`config.mk`:
```
export PLATFORM = sky130hd
export DESIGN_NAME = gray_step_decoder
export DESIGN_NICKNAME = d
export VERILOG_FILES = /design/src/rtl/gray_pkg.sv /design/src/rtl/gray_to_bin.sv /design/src/rtl/gray_step_decoder.sv
export SDC_FILE = /design/constraint.sdc
export NUM_CORES = 1
export LEC_CHECK = 0
export BUFFER_PORTS_ARGS = -buffer_cell sky130_fd_sc_hd__buf_2
export CELL_PAD_IN_SITES_DETAIL_PLACEMENT = 1
export CELL_PAD_IN_SITES_GLOBAL_PLACEMENT = 1
export CORE_UTILIZATION = 42
export DETAILED_ROUTE_END_ITERATION = 10
export PLACE_DENSITY_LB_ADDON = 0.1
export SYNTH_ARGS = -nofsm -noshare
export SYNTH_HDL_FRONTEND = slang
export SYNTH_SLANG_ARGS = --single-unit
```
`constraint.sdc`:
```
create_clock -name CLK -period 4.93 [get_ports CLK]
set_input_delay 0.493 -clock CLK [delete_from_list [all_inputs] [get_ports CLK]]
set_output_delay 0.493 -clock CLK [all_outputs]
set_load 0.02 [all_outputs]
```
`src/rtl/gray_pkg.sv`:
```
// Shared definitions for the 3-bit Gray counter interface: state encoding,
// default bus width and a reference Gray-to-binary conversion.
package gray_pkg;

  localparam int GRAY_WIDTH = 3;

  typedef enum logic {
    ST_INIT,
    ST_TRACK
  } state_t;

  function automatic logic [GRAY_WIDTH-1:0] gray2bin(input logic [GRAY_WIDTH-1:0] g);
    logic [GRAY_WIDTH-1:0] b;
    b = g;
    for (int i = GRAY_WIDTH - 2; i >= 0; i--) begin
      b[i] = b[i+1] ^ g[i];
    end
    return b;
  endfunction

endpackage

```
`src/rtl/gray_to_bin.sv`:
```
// Combinational Gray-to-binary converter: MSB passes through, each lower bit
// is the xor of the binary bit above it and its own Gray bit.
module gray_to_bin #(
  parameter int WIDTH = 3
) (
  input  logic [WIDTH-1:0] gray,
  output logic [WIDTH-1:0] bin
);

  always_comb begin
    bin = gray;
    for (int i = WIDTH - 2; i >= 0; i--) begin
      bin[i] = bin[i+1] ^ gray[i];
    end
  end

endmodule

```
`src/rtl/gray_step_decoder.sv`:
```
// Receive side of the Gray counter link: synchronizes the Gray bus, decodes it
// and turns single-code moves into up/down steps on a wrapping position.
module gray_step_decoder
  import gray_pkg::*;
#(
  parameter int WIDTH       = GRAY_WIDTH,
  parameter int POS_WIDTH   = 8,
  parameter int SYNC_STAGES = 2
) (
  input  logic                 CLK,
  input  logic                 reset_n,
  input  logic [WIDTH-1:0]     G,
  input  logic                 EN,
  input  logic                 CLR,
  output logic [WIDTH-1:0]     B,
  output logic                 DIR,
  output logic                 STEP,
  output logic                 ERR,
  output logic                 ERR_P,
  output logic                 VALID,
  output logic [POS_WIDTH-1:0] POS
);

  localparam logic [WIDTH-1:0] DELTA_UP = {{(WIDTH-1){1'b0}}, 1'b1};

  state_t               state, state_d;
  logic [WIDTH-1:0]     sync_q [SYNC_STAGES];
  logic [WIDTH-1:0]     gb;
  logic [WIDTH-1:0]     delta;
  logic [WIDTH-1:0]     b_d;
  logic                 dir_d, step_d, err_d, errp_d, valid_d;
  logic [POS_WIDTH-1:0] pos_d;

  // Only whole-code transitions of G are meaningful; the chain runs regardless of EN.
  always_ff @(posedge CLK or negedge reset_n) begin
    if (!reset_n) begin
      for (int i = 0; i < SYNC_STAGES; i++) sync_q[i] <= '0;
    end else begin
      sync_q[0] <= G;
      for (int i = 1; i < SYNC_STAGES; i++) sync_q[i] <= sync_q[i-1];
    end
  end

  gray_to_bin #(.WIDTH(WIDTH)) u_gray_to_bin (
    .gray (sync_q[SYNC_STAGES-1]),
    .bin  (gb)
  );

  assign delta = gb - B;

  always_comb begin
    state_d = state;
    b_d     = B;
    dir_d   = DIR;
    step_d  = 1'b0;
    errp_d  = 1'b0;
    err_d   = ERR;
    valid_d = VALID;
    pos_d   = POS;
    case (state)
      ST_INIT: begin
        if (EN) begin
          b_d     = gb;
          valid_d = 1'b1;
          state_d = ST_TRACK;
        end
      end
      ST_TRACK: begin
        if (EN) begin
          if (delta == DELTA_UP) begin
            step_d = 1'b1;
            dir_d  = 1'b1;
            pos_d  = POS + POS_WIDTH'(1);
            b_d    = gb;
          end else if (delta == '1) begin
            step_d = 1'b1;
            dir_d  = 1'b0;
            pos_d  = POS - POS_WIDTH'(1);
            b_d    = gb;
          end else if (delta != '0) begin
            // Multi-code jump: re-reference on the new value so tracking can resume.
            errp_d = 1'b1;
            err_d  = 1'b1;
            b_d    = gb;
          end
        end
      end
      default: state_d = ST_INIT;
    endcase
    if (CLR) begin
      pos_d = '0;
      err_d = 1'b0;
    end
  end

  always_ff @(posedge CLK or negedge reset_n) begin
    if (!reset_n) begin
      state <= ST_INIT;
      B     <= '0;
      DIR   <= 1'b0;
      STEP  <= 1'b0;
      ERR   <= 1'b0;
      ERR_P <= 1'b0;
      VALID <= 1'b0;
      POS   <= '0;
    end else begin
      state <= state_d;
      B     <= b_d;
      DIR   <= dir_d;
      STEP  <= step_d;
      ERR   <= err_d;
      ERR_P <= errp_d;
      VALID <= valid_d;
      POS   <= pos_d;
    end
  end

endmodule

```
==> metrics.cfg <==
[setup_path]
end_kind = flip-flop
crit_type = flip-flop to flip-flop
required_ps = 5140
startpoint_type = flip-flop
arrival_ps = 4280
worstPathMaxFanout = 8

[clock_network]
clock_sinks = 23
clk_pin_slew_worst_paths_ps = 130
ctsRootBufferMaster = clkbuf_4
post_cts_buffers = 0
cts_hold_buffers = 0
cts_tree = yes
clk_path_buf_depth = 2
clkLatencyLatePin_ps = 300
htreeDepth = 1
cts_resized = 0
cts_buffers = 3

[drt]
drt_iter0_markers = 20
drc_errors = 0
wl_um = 2410
wire_per_inst_um = 14.1
dr.pass1.iters = 4
vias_per_cell = 5.21
vias = 891
postRouteAntennaNets = 0

[pwr]
vdd_ir_drop_max_uv = 430
leakage_nw = 0.694
powerDensity_nw_per_um2 = 801
fin_total_pwr_w = 0.00112

[die]
ios = 23
die_y_um = 56.4
initial_core_util_pct = 44.6
core_area_um2 = 2780
die_area_um2 = 3180
fp.dieW_um = 56.4
placementRows = 19

[synthesis]
synth_compound_gate_area_share_pct = 14.1
synth_edf_count = 0
synth_simple_gate_area_share_pct = 14.7
synth_mux_area_share_pct = 5.04
synth_adder_area_share_pct = 10.3
yosysWarnings = 0
synth_nets = 132
synth_area_um2 = 1240
synth_cell_type_count = 37
ys_seq_area_share_pct = 46.4
synthArstFlopShare_pct = 100
synth_top_family_by_area = simple AND/OR/NAND/NOR gates
synth_cells = 116
synth_seq_cells = 23
yosys.area_share.xor_xnor_pct = 6.15
syn_avg_cell_area_um2 = 10.7
synthFlopType = dfrtp_1

[grt]
grt_pass1_wl_um = 4150
grt_pass1_vias = 924
grt_max_degree = 24
overflow = 0
track_usage_pct = 16.7
antenna_found_initial = 0

[sta]
rsz0062_at_grt = false
final_hold_viol_count = 0
period_share_pct = 82.6
setup_tns_ps = 0
final.setup.worst_slack_ps = 857
min_period_ps = 4070
final-setup-viol-count = 0
max_freq_mhz = 246
tightest_slew_ps = 514
drv_slew = 0
maxSlewHeadroom_pct = 65.7
fin_skew_ps = 4.08

[hold_path]
hold_class = input pin to asynchronous set/reset pin

[layout]
drive_gt1_share_pct = 27.1
layout_commonest_cell = dfrtp_1
final_cells = 171
final-seq-area_um2 = 576
postLayoutCoreUtil_pct = 50.4
fill_cells = 325
syn2layout_area_growth_pct = 13.0
multi_input_area_um2 = 624
layout_common_cells = 23 x dfrtp_1, 22 x buf_2, 12 x nor2_1
insertedDiodeCount = 0
fin_nets = 157

[place]
dpl.hpwl_um = 1820
dp.cells = 167
place.gp.congestion = 0.727
dp_slack_ps = 897
io_buffers = 22

[job]
cap_violations = 0

[run_status]
outcome = completed

synth_stat cells (2+ instances only):
library cell | instances | area, µm²
fa_1 | 2 | 40.0
xor2_1 | 3 | 26.3
a21o_1 | 3 | 22.5
nand2_1 | 8 | 30.0
mux2_2 | 2 | 22.5
or2_2 | 2 | 12.5
or3_1 | 2 | 12.5
a21oi_1 | 6 | 30.0
nor2b_1 | 2 | 12.5
dfrtp_1 | 23 | 576
mux2i_1 | 4 | 40.0
xnor2_1 | 3 | 26.3
inv_1 | 7 | 26.3
nand2b_1 | 5 | 31.3
nor2_1 | 12 | 45.0
ha_1 | 7 | 87.6
o21ai_0 | 5 | 25.0
layer usage:
layer  up-vias  routed length [µm]  global-route usage [%]  part of all wire (%)
met5         -                   0                       0                     0
met4         0                  15                    3.14                  0.62
met3         2                  78                    2.76                   3.2
met2        20                1110                    27.4                    46
met1       427                1210                    23.5                    50
li1        442                   -                       -                     -
cells by family (layout without fill, tap and decap cells):
kind of cell,Yosys count,count (layout)
AO/OA/AOI/OAI,25,25
buffers and inverters,9,33
XOR/XNOR,7,7
AND/OR/NAND/NOR,37,37
adder cells (fa/ha/maj),9,9
multiplexers,6,6
flip-flops,23,23
where the power goes:
| part | total, W | switching, W | internal (W) |
|---|---|---|---|
| logic | 0.000750 | 0.000427 | 0.000323 |
| clock network | 0.0000878 | 0.0000576 | 0.0000302 |
| registers | 0.000286 | 0.0000411 | 0.000245 |
critical path: stages, from the launching register on:
cell and delay, ps:
dfrtp_1 440, xor2_1 330, xnor2_1 200, ha_1 200, inv_1 50, fa_1 370, xnor3_2 290, or3_1 460
ha_1 430, a21o_1 220, a31o_2 210, or3_1 300, a21oi_1 140, mux2_2 340
final cells by class:
| class | count | share of cell area, % |
|---|---|---|
| tap | 31 | 2.77 |
| multi-input combinational | 84 | 44.5 |
| clock inverter | 1 | 0.357 |
| timing repair buffer | 22 | 7.85 |
| inverter | 7 | 1.87 |
| sequential | 23 | 41.0 |
| clock buffer | 3 | 1.61 |
flip-flops by register name, indices dropped and copies added (netlist names):
signal,cells
VALID,1
DIR,1
ERR_P,1
POS,8
ERR,1
STEP,1
B,3
state,1
sync_q,6
final timing paths:
check / start / end / slack, ps / depth (start not counted)
max in group asynchronous: reset_n / B[2] / 4450 / 1
hold reg to reg: sync_q[4] / sync_q[1] / 360 / 0
min in group CLK: G[0] / sync_q[3] / 280 / 1
setup reg to reg: sync_q[2] / POS[7] / 860 / 13
hold / removal: reset_n / POS[6] / 130 / 1
setup / recovery: sync_q[2] / POS[7] / 860 / 13
stage by stage:
step                      instance area [µm²]  hold WS [ps]
after floorplan                          1240           197
after global placement                   1380           335
after detailed placement                 1380           336
after CTS                                1400           151
after global routing                     1400           155
final                                    1400           134
(Power assumes the default switching activity.)
